[src/rtl/flash_arb_pkg.sv]
// Shared definitions for the flash arbiter.
//   arb_state_e    : arbiter FSM state encoding (IDLE, ISSUE, WAIT, DONE)
//   FL_FLOW_*      : FL_FLOW direction encoding
//   PORT_A/PORT_B  : grant index of each requester
//   req_t          : latched request fields of one port
package flash_arb_pkg;

    typedef enum logic [1:0] {
        StIdle  = 2'd0,
        StIssue = 2'd1,
        StWait  = 2'd2,
        StDone  = 2'd3
    } arb_state_e;

    localparam logic FL_FLOW_READ  = 1'b1;
    localparam logic FL_FLOW_WRITE = 1'b0;

    localparam logic PORT_A = 1'b0;
    localparam logic PORT_B = 1'b1;

    typedef struct packed {
        logic       wr;
        logic [7:0] addr;
        logic [7:0] data;
    } req_t;

    // Direction code driven on FL_FLOW for a given write flag.
    function automatic logic flow_of(input logic wr);
        return wr ? FL_FLOW_WRITE : FL_FLOW_READ;
    endfunction

endpackage

[src/rtl/flash_arbiter_if.sv]
// Bus bundle between the two requesters, the arbiter and the flash controller.
//   a_* / b_*  : requester handshake (req, wr, addr, data in; done, err out)
//   rdata      : read data returned with done
//   busy       : arbiter not idle
//   fl_*       : flash controller port (addr, data, trg, flow out; status, rdata in)
// Modports:
//   slave  : the arbiter's view
//   master : the environment's view (requesters plus flash controller)
interface flash_arbiter_if;

    logic       a_req;
    logic       a_wr;
    logic [7:0] a_addr;
    logic [7:0] a_data;
    logic       a_done;
    logic       a_err;

    logic       b_req;
    logic       b_wr;
    logic [7:0] b_addr;
    logic [7:0] b_data;
    logic       b_done;
    logic       b_err;

    logic [7:0] rdata;
    logic       busy;

    logic [7:0] fl_addr;
    logic [7:0] fl_data;
    logic       fl_trg;
    logic       fl_flow;
    logic       fl_status;
    logic [7:0] fl_rdata;

    modport slave (
        input  a_req, a_wr, a_addr, a_data,
        input  b_req, b_wr, b_addr, b_data,
        input  fl_status, fl_rdata,
        output a_done, a_err, b_done, b_err,
        output rdata, busy,
        output fl_addr, fl_data, fl_trg, fl_flow
    );

    modport master (
        output a_req, a_wr, a_addr, a_data,
        output b_req, b_wr, b_addr, b_data,
        output fl_status, fl_rdata,
        input  a_done, a_err, b_done, b_err,
        input  rdata, busy,
        input  fl_addr, fl_data, fl_trg, fl_flow
    );

endinterface

[src/rtl/flash_arb_watchdog.sv]
// Timeout counter for the arbiter WAIT state.
//   clk     : clock
//   rst     : synchronous active-high reset
//   clr     : zero the counter (takes priority over en)
//   en      : count one cycle
//   expired : counter has reached TIMEOUT_CYCLES-1
module flash_arb_watchdog #(
    parameter int unsigned TIMEOUT_CYCLES = 1024
) (
    input  logic clk,
    input  logic rst,
    input  logic clr,
    input  logic en,
    output logic expired
);

    localparam logic [15:0] LastCount = 16'(TIMEOUT_CYCLES - 1);

    logic [15:0] cnt_q, cnt_d;

    always_comb begin
        cnt_d = cnt_q;
        if (clr) begin
            cnt_d = '0;
        end else if (en && !expired) begin
            // Holding at the limit keeps expired stable if en lingers.
            cnt_d = cnt_q + 16'd1;
        end
    end

    always_ff @(posedge clk) begin
        if (rst) begin
            cnt_q <= '0;
        end else begin
            cnt_q <= cnt_d;
        end
    end

    assign expired = (cnt_q == LastCount);

endmodule

[src/rtl/flash_arbiter.sv]
// Two-port arbiter in front of the single flash controller port.
// Port A (command manager) and port B (display reader) each hold req until
// their done pulse; one transaction at a time is issued with a one-cycle
// fl_trg, completed on fl_status or on watchdog timeout (err=1).
//   clk_50mhz : system clock
//   rst       : synchronous active-high reset
//   bus       : flash_arbiter_if.slave (requester and flash signals)
// Build option: define FLASH_ARB_RR_EN for round-robin arbitration;
// otherwise port A has fixed priority over port B.
// All outputs come straight from flops.
module flash_arbiter
    import flash_arb_pkg::*;
#(
    parameter int unsigned TIMEOUT_CYCLES = 1024
) (
    input logic            clk_50mhz,
    input logic            rst,
    flash_arbiter_if.slave bus
);

    arb_state_e state_q, state_d;
    // Latched grant index; in round-robin builds it is also the last-granted pointer.
    logic       grant_q, grant_d;
    logic       pick;

    logic [7:0] fl_addr_q, fl_addr_d;
    logic [7:0] fl_data_q, fl_data_d;
    logic       fl_flow_q, fl_flow_d;
    logic       fl_trg_q, fl_trg_d;
    logic       busy_q, busy_d;
    logic [7:0] rdata_q, rdata_d;
    logic       a_done_q, a_done_d;
    logic       b_done_q, b_done_d;
    logic       a_err_q, a_err_d;
    logic       b_err_q, b_err_d;

    req_t req_a, req_b, req_sel;

    logic wd_clr, wd_en, wd_expired;

    assign req_a = '{wr: bus.a_wr, addr: bus.a_addr, data: bus.a_data};
    assign req_b = '{wr: bus.b_wr, addr: bus.b_addr, data: bus.b_data};

    // Counter is zeroed during ISSUE so it reads 0 in the first WAIT cycle.
    assign wd_clr = (state_q == StIssue);
    assign wd_en  = (state_q == StWait);

    flash_arb_watchdog #(
        .TIMEOUT_CYCLES(TIMEOUT_CYCLES)
    ) u_watchdog (
        .clk    (clk_50mhz),
        .rst    (rst),
        .clr    (wd_clr),
        .en     (wd_en),
        .expired(wd_expired)
    );

    always_comb begin
`ifdef FLASH_ARB_RR_EN
        if (bus.a_req && bus.b_req) begin
            pick = (grant_q == PORT_A) ? PORT_B : PORT_A;
        end else begin
            pick = bus.a_req ? PORT_A : PORT_B;
        end
`else
        pick = bus.a_req ? PORT_A : PORT_B;
`endif
    end

    assign req_sel = (pick == PORT_A) ? req_a : req_b;

    always_comb begin
        state_d   = state_q;
        grant_d   = grant_q;
        fl_addr_d = fl_addr_q;
        fl_data_d = fl_data_q;
        fl_flow_d = fl_flow_q;
        fl_trg_d  = 1'b0;
        rdata_d   = rdata_q;
        a_done_d  = 1'b0;
        b_done_d  = 1'b0;
        a_err_d   = 1'b0;
        b_err_d   = 1'b0;

        unique case (state_q)
            StIdle: begin
                if (bus.a_req || bus.b_req) begin
                    state_d   = StIssue;
                    grant_d   = pick;
                    fl_addr_d = req_sel.addr;
                    fl_data_d = req_sel.data;
                    fl_flow_d = flow_of(req_sel.wr);
                    fl_trg_d  = 1'b1;
                end
            end
            StIssue: begin
                state_d = StWait;
            end
            StWait: begin
                // fl_status wins over a coincident timeout.
                if (bus.fl_status || wd_expired) begin
                    state_d = StDone;
                    if (grant_q == PORT_A) begin
                        a_done_d = 1'b1;
                        a_err_d  = !bus.fl_status;
                    end else begin
                        b_done_d = 1'b1;
                        b_err_d  = !bus.fl_status;
                    end
                    if (bus.fl_status && (fl_flow_q == FL_FLOW_READ)) begin
                        rdata_d = bus.fl_rdata;
                    end
                end
            end
            StDone: begin
                state_d   = StIdle;
                fl_flow_d = FL_FLOW_READ;
            end
            default: begin
                state_d = StIdle;
            end
        endcase

        busy_d = (state_d != StIdle);
    end

    always_ff @(posedge clk_50mhz) begin
        if (rst) begin
            state_q   <= StIdle;
            grant_q   <= PORT_B;
            fl_addr_q <= '0;
            fl_data_q <= '0;
            fl_flow_q <= FL_FLOW_READ;
            fl_trg_q  <= 1'b0;
            busy_q    <= 1'b0;
            rdata_q   <= '0;
            a_done_q  <= 1'b0;
            b_done_q  <= 1'b0;
            a_err_q   <= 1'b0;
            b_err_q   <= 1'b0;
        end else begin
            state_q   <= state_d;
            grant_q   <= grant_d;
            fl_addr_q <= fl_addr_d;
            fl_data_q <= fl_data_d;
            fl_flow_q <= fl_flow_d;
            fl_trg_q  <= fl_trg_d;
            busy_q    <= busy_d;
            rdata_q   <= rdata_d;
            a_done_q  <= a_done_d;
            b_done_q  <= b_done_d;
            a_err_q   <= a_err_d;
            b_err_q   <= b_err_d;
        end
    end

    assign bus.fl_addr = fl_addr_q;
    assign bus.fl_data = fl_data_q;
    assign bus.fl_flow = fl_flow_q;
    assign bus.fl_trg  = fl_trg_q;
    assign bus.busy    = busy_q;
    assign bus.rdata   = rdata_q;
    assign bus.a_done  = a_done_q;
    assign bus.b_done  = b_done_q;
    assign bus.a_err   = a_err_q;
    assign bus.b_err   = b_err_q;

endmodule

[src/flat_wrapper.sv]
// flat-port wrapper written by rule: the top's interface ports become plain ports
module flash_arbiter_flat import flash_arb_pkg::*;
#(
    parameter int unsigned TIMEOUT_CYCLES = 1024
)
  (clk_50mhz, rst, bus_a_req, bus_a_wr, bus_a_addr, bus_a_data, bus_b_req, bus_b_wr, bus_b_addr, bus_b_data, bus_fl_status, bus_fl_rdata, bus_a_done, bus_a_err, bus_b_done, bus_b_err, bus_rdata, bus_busy, bus_fl_addr, bus_fl_data, bus_fl_trg, bus_fl_flow);
  flash_arbiter_if bus_i ();
  input logic clk_50mhz;
  input logic rst;
  input wire logic [$bits(bus_i.a_req)-1:0] bus_a_req;
  input wire logic [$bits(bus_i.a_wr)-1:0] bus_a_wr;
  input wire logic [$bits(bus_i.a_addr)-1:0] bus_a_addr;
  input wire logic [$bits(bus_i.a_data)-1:0] bus_a_data;
  input wire logic [$bits(bus_i.b_req)-1:0] bus_b_req;
  input wire logic [$bits(bus_i.b_wr)-1:0] bus_b_wr;
  input wire logic [$bits(bus_i.b_addr)-1:0] bus_b_addr;
  input wire logic [$bits(bus_i.b_data)-1:0] bus_b_data;
  input wire logic [$bits(bus_i.fl_status)-1:0] bus_fl_status;
  input wire logic [$bits(bus_i.fl_rdata)-1:0] bus_fl_rdata;
  output wire logic [$bits(bus_i.a_done)-1:0] bus_a_done;
  output wire logic [$bits(bus_i.a_err)-1:0] bus_a_err;
  output wire logic [$bits(bus_i.b_done)-1:0] bus_b_done;
  output wire logic [$bits(bus_i.b_err)-1:0] bus_b_err;
  output wire logic [$bits(bus_i.rdata)-1:0] bus_rdata;
  output wire logic [$bits(bus_i.busy)-1:0] bus_busy;
  output wire logic [$bits(bus_i.fl_addr)-1:0] bus_fl_addr;
  output wire logic [$bits(bus_i.fl_data)-1:0] bus_fl_data;
  output wire logic [$bits(bus_i.fl_trg)-1:0] bus_fl_trg;
  output wire logic [$bits(bus_i.fl_flow)-1:0] bus_fl_flow;
  assign bus_i.a_req = bus_a_req;
  assign bus_i.a_wr = bus_a_wr;
  assign bus_i.a_addr = bus_a_addr;
  assign bus_i.a_data = bus_a_data;
  assign bus_i.b_req = bus_b_req;
  assign bus_i.b_wr = bus_b_wr;
  assign bus_i.b_addr = bus_b_addr;
  assign bus_i.b_data = bus_b_data;
  assign bus_i.fl_status = bus_fl_status;
  assign bus_i.fl_rdata = bus_fl_rdata;
  assign bus_a_done = bus_i.a_done;
  assign bus_a_err = bus_i.a_err;
  assign bus_b_done = bus_i.b_done;
  assign bus_b_err = bus_i.b_err;
  assign bus_rdata = bus_i.rdata;
  assign bus_busy = bus_i.busy;
  assign bus_fl_addr = bus_i.fl_addr;
  assign bus_fl_data = bus_i.fl_data;
  assign bus_fl_trg = bus_i.fl_trg;
  assign bus_fl_flow = bus_i.fl_flow;
  flash_arbiter #(.TIMEOUT_CYCLES(TIMEOUT_CYCLES)) u_core (.clk_50mhz(clk_50mhz), .rst(rst), .bus(bus_i));
endmodule
[config.mk]
export PLATFORM = sky130hd
export DESIGN_NAME = flash_arbiter_flat
export DESIGN_NICKNAME = d
export VERILOG_FILES = /design/src/rtl/flash_arb_pkg.sv /design/src/rtl/flash_arbiter_if.sv /design/src/rtl/flash_arb_watchdog.sv /design/src/rtl/flash_arbiter.sv /design/src/flat_wrapper.sv
export SDC_FILE = /design/constraint.sdc
export NUM_CORES = 1
export LEC_CHECK = 0
export BUFFER_PORTS_ARGS = -buffer_cell sky130_fd_sc_hd__buf_2
export CORE_ASPECT_RATIO = 1.75
export CORE_MARGIN = 10
export CORE_UTILIZATION = 40
export DETAILED_ROUTE_END_ITERATION = 16
export GPL_ROUTABILITY_DRIVEN = 0
export GPL_TIMING_DRIVEN = 0
export PLACE_DENSITY = 0.66
export SLEW_MARGIN = 20
export SYNTH_ARGS = -nofsm -noshare
export SYNTH_HDL_FRONTEND = slang
export SYNTH_SLANG_ARGS = --single-unit
export TNS_END_PERCENT = 30
[constraint.sdc]
create_clock -name clk_50mhz -period 4.2 [get_ports clk_50mhz]
set_input_delay 0.21 -clock clk_50mhz [delete_from_list [all_inputs] [get_ports clk_50mhz]]
set_output_delay 0.21 -clock clk_50mhz [all_outputs]
set_load 0.01 [all_outputs]
Word-level counts from Yosys, hierarchy flattened
Cells that the tools add are included.
{ "op_classes": {"n_bitwise": 4, "reduce_logical": 17, "eq_ne": 5, "mux": 11, "addsub": 1} }
{ "op_table": {"columns": ["cell", "n"], "rows": [
  ["$mux 17", 1],
  ["$add 16x1->16 const B", 1],
  ["$eq 16x10->1 const B", 1],
  ["$pmux 2 s4", 1],
  ["$reduce_or 4->1", 2],
  ["$mux 1", 6],
  ["$eq 2x2->1 const B", 2],
  ["$mux 2", 2],
  ["$not 1->1", 4],
  ["$reduce_and 2->1", 2],
  ["$reduce_bool 2->1", 2],
  ["$reduce_or 2->1", 2],
  ["$reduce_and 3->1", 1],
  ["$reduce_or 3->1", 1],
  ["$eq 2x1->1 const B", 1],
  ["$logic_and 1x1->1", 2],
  ["$logic_not 1->1", 2],
  ["$logic_not 2->1", 1],
  ["$logic_or 1x1->1", 2],
  ["$ne 2x1->1 const B", 1],
  ["$pmux 1 s2", 1]
]} }
{ "totals": {"in_bits": 47, "ff_bits": 50} }

Depth between registers and ports, before layout
{ "depth": {"word_depth": 5, "mapped_depth": 7, "depth_no_buf": 6} }

Modules after synthesis
From an unflattened synthesis, not the netlist that was laid out.
{ "unflattened": {"hier_cells": 234, "hier_area_um2": 2283.4} }
{ "by_module_without_submodules": {"columns": ["mod", "seq_area_each_um2", "n_inst", "area_per_inst_um2", "cells_each"], "rows": [
  ["flash_arbiter", 680.7, 1, 1416.4, 139],
  ["flash_arb_watchdog", 320.3, 1, 867.1, 95]
]} }

Worst setup path after synthesis
No wires, ideal clock.
{ "synth_path": {"kind": "register -> register", "start": "register u_core.state_q[0]", "end": "register u_core.u_watchdog.cnt_q[15]", "n_path_buf": 1, "arrival_ns": 1.756, "stages_incl_launch_ff": 8, "required_ns": 4.130, "setup_slack_ns": 2.374, "path_cell_list": "dfxtp_1 inv_1 ha_1 buf_4 nand3_1 or3_4 or4_1 a21oi_1"} }
{ "synth_between": {"elab_chain_cells": 2} }
{ "synth_lines": {"columns": ["element", "line_no", "text"], "rows": [
  ["start, declared", "flash_arbiter.sv:21", "arb_state_e state_q, state_d;"],
  ["start signal, assigned", "flash_arbiter.sv:129", "state_q <= StIdle;"],
  ["start signal, assigned", "flash_arbiter.sv:142", "state_q <= state_d;"],
  ["$eq 2x1->1 / $eq 2x2->1 (equally long branches)", "flash_arbiter.sv:45, flash_arbiter.sv:46", null],
  ["$reduce_or 2->1 (no line) / $logic_and 1x1->1 (equally long branches)", null, null],
  ["end signal, assigned", "flash_arb_watchdog.sv:35", "cnt_q <= cnt_d;"],
  ["end, declared", "flash_arb_watchdog.sv:19", "logic [15:0] cnt_q, cnt_d;"]
]} }
Several ways; a longest one is shown, not always the timed one.
A chain may end at the register's enable or synchronous reset.

Worst setup path in the final report
{ "layout_path": {"start": "register u_core.state_q[0]", "end": "register u_core.fl_addr_q[3], in the netlist u_core.bus.fl_addr[3]"} }
{ "layout_between": {"elab_chain_cells": 2} }
{ "layout_lines": {"columns": ["element", "line_no", "text"], "rows": [
  ["$logic_not 2->1", "flash_arbiter.sv:85", "unique case (state_q)"],
  ["$reduce_and 2->1 (no line)", null, null],
  ["end signal, assigned", "flash_arbiter.sv:144", "fl_addr_q <= fl_addr_d;"],
  ["end, declared", "flash_arbiter.sv:26", "logic [7:0] fl_addr_q, fl_addr_d;"]
]} }
No other way between the ends.

==> results by group <==
Place
  • Port Buffers: 76
  • Post-detail-place hpwl: 4692 µm

Global route
  • Pin count of the biggest net entering global routing: 18
  • Number of global-route vias before repair: about 2200
  • GR Util All Layers: 13.03%
  • Initial antenna violation count: 0
  • GR Overflow Total: 0
  • First-pass GRT wire length: 9922 µm

Route
  • DRT iter0 DRCs: 115
  • Vias post-DR: 2038
  • Average wire per cell in the routed design: 14.52 µm
  • DRT Pass-1 Iters: 4
  • DRT Wirelength: 5794 µm
  • Routed Antenna Nets: 0
  • Vias per cell: roughly 5.1
  • DRC: 0

Die
  • Io pins: 78
  • Core outline area: 5343 µm²
  • Die W: approximately 76 µm
  • Row Count: 35
  • Die Area: roughly 9000 µm²
  • Die height: 118.5 µm
  • Starting Density: slightly above 40%

Synthesis
  • Syn_nets: 293
  • Synth Area per Inst: ~9.2 µm²
  • Area of the mapped netlist: about 2200 µm²
  • Post-synth top cells: 50 x dfxtp_1, 35 x nor2_1, 24 x mux2i_1
  • Synth unique cells: 39
  • Synth warn: 0
  • Most frequent cell after synthesis: dfxtp_1
  • Cells after synthesis: around 240
  • Synth area leader: dfxtp_1
  • Post-synth ARST share: 0%
  • Ys flop type: dfxtp_1
  • Post-synthesis register bit count: 50
  • Area contributors post-synth: dfxtp_1 45%, mux2i_1 11%, nor2_1 5.9%
  • Seq/Total Area, Yosys: 45.15%
  • Share of the synthesized area in the top cell type: a little under half
  • Post-synth EDFFs: 0

Setup path
  • CP arrival: 2260 ps
  • Crit start category: flip-flop
  • Reg-to-reg startpoint: u_core.state_q[0]$_SDFF_PP0_
  • Req. time, crit path: 4420 ps
  • Worst Setup SP: u_core.state_q[0]$_SDFF_PP0_
  • CP Capture Type: flip-flop
  • Maximum fanout along the worst path: 10
  • Crit path kind: reg -> reg

Power and ir drop
  • Power, Total: 1410 µW
  • Peak VDD IR: 354.8 µV
  • Pleak: roughly 0.0012 µW
  • PwrDens: 506.5 nW/µm²

Clock network
  • Worst-skew pair later-pin latency: 300 ps
  • CTS tree: yes
  • Post-CTS setup buffer count: 0
  • H-tree levels: 2
  • CTS Buf Count: 5
  • Root buffer cell: clkbuf_8
  • Clk pin slew, worst setup/hold paths: ~100 ps
  • # hold bufs at CTS: 0
  • Clock Tree Buf Depth: 2
  • # resized after CTS: 0
  • CTS Sinks: 50

STA
  • Relative slew slack: 53.95%
  • RSZ-0062 raised after global routing: no
  • Min cycle time layout: 2042 ps
  • Clock Skew: around 4.6 ps
  • Hold Slack: 129.2 ps
  • Tcrit/Tclk final: 48.62%
  • Fmax achieved: 489.7 MHz
  • Final hold vios: 0
  • Final setup fails: 0
  • Worst Max-Slew Pin Slew: 690.7 ps
  • Slew Viols, Final: 0
  • Fin Setup TNS: 0 ps

Final layout
  • Nets: 376
  • # diodes: 0
  • Area Growth Syn to Fin: 25.56%
  • Layout cells sized above 1: 29.23%

Flow run
  • Max-cap violation count: 0

Min path
  • Hold Path Origin: bus_fl_status
  • Min-Delay Path Class: in -> reg

Outcome
  • Status: finished, final reports clean
-- routing by layer --
layer / GRT usage, % / part of all wire [%]
met5: 0 / 0
met3: 5.159 / 7.2
met2: 25.43 / 56
met4: 5.257 / 1.2
met1: 11.29 / 36
-- worst max-delay path, stage by stage, from the launching register on --
cell and delay, ps:
dfxtp_1 350, inv_1 90, ha_1 150, clkbuf_1 300, o21a_1 310, buf_1 440
nor2_1 90, a211oi_1 240
-- stage by stage --
step	utilization (%)	worst slack (ps)	instances	area [µm²]
2_1_floorplan	-	2374	241	2217
3_3_place_gp	50.35	2191	391	2690
3_5_place_dp	50.35	2150	391	2690
4_1_cts	52.11	2129	399	2784
5_1_grt	52.11	1939	399	2784
6_report	52.11	2158	399	2784
-- final timing paths --
check | to | slack (ps) | cells after the start
worst max-delay path | u_core.bus.fl_addr[3]$_SDFFE_PP0P_ | 2160 | 7
worst min-delay path | u_core.bus.a_err$_SDFF_PP0_ | 130 | 2
worst max register to register | u_core.bus.fl_addr[3]$_SDFFE_PP0P_ | 2160 | 7
worst min register to register | u_core.u_watchdog.cnt_q[15]$_SDFFE_PP0P_ | 500 | 2
-- report_power, final --
part	leakage [µW]	switching (µW)	internal [µW]
combinational	0.000795	302	199
sequential	0.000409	49.2	568
clock	0.0000447	171	121
total	0.00125	522	888
-- cells in the final DEF, fill, tap and decap left out, types with 5 or more instances in the layout --
| master | n |
|---|---|
| buf_2 | 76 |
| nand3_1 | 7 |
| clkbuf_1 | 10 |
| clkbuf_8 | 5 |
| a21oi_1 | 16 |
| mux2i_1 | 24 |
| o21ai_0 | 10 |
| nor2_1 | 35 |
| or3_1 | 5 |
| dfxtp_1 | 50 |
| inv_1 | 6 |
| a211oi_1 | 17 |
| ha_1 | 5 |
| nand2_1 | 8 |
-- layout make-up --
type | instances | area [µm²]
clock buffers | 5 | 68.82
fillers | 537 | 2559
inverters | 6 | 22.52
clock inverters | 3 | 25.02
well taps | 74 | 92.59
flip-flops and latches | 50 | 1001
plain buffers | 14 | 56.30
multi-input cells | 171 | 1137
repair buffers | 76 | 380.4
-- flip-flops by register name, summed over array words and instances, names as in the netlist --
signal and count:
u_core.grant_q 1, u_core.bus.b_done 1, u_core.u_watchdog.cnt_q 16, u_core.bus.a_done 1, u_core.bus.a_err 1, u_core.bus.fl_trg 1
u_core.bus.b_err 1, u_core.bus.fl_data 8, u_core.bus.busy 1, u_core.bus.fl_flow 1, u_core.bus.rdata 8, u_core.bus.fl_addr 8
u_core.state_q 2
-- cells by family (layout without fill, tap and decap cells) --
group                    after synthesis  after routing  share of synthesized area [%]
XOR/XNOR                               1              1                         0.3951
AO/OA/AOI/OAI                         58             58                          17.10
AND/OR/NAND/NOR                       83             83                          20.15
adder cells (fa/ha/maj)                5              5                          2.822
flip-flops                            50             50                          45.15
buffers and inverters                 20            104                          3.556
multiplexers                          24             24                          10.84
Note: power is estimated with default switching activity, not from simulation.
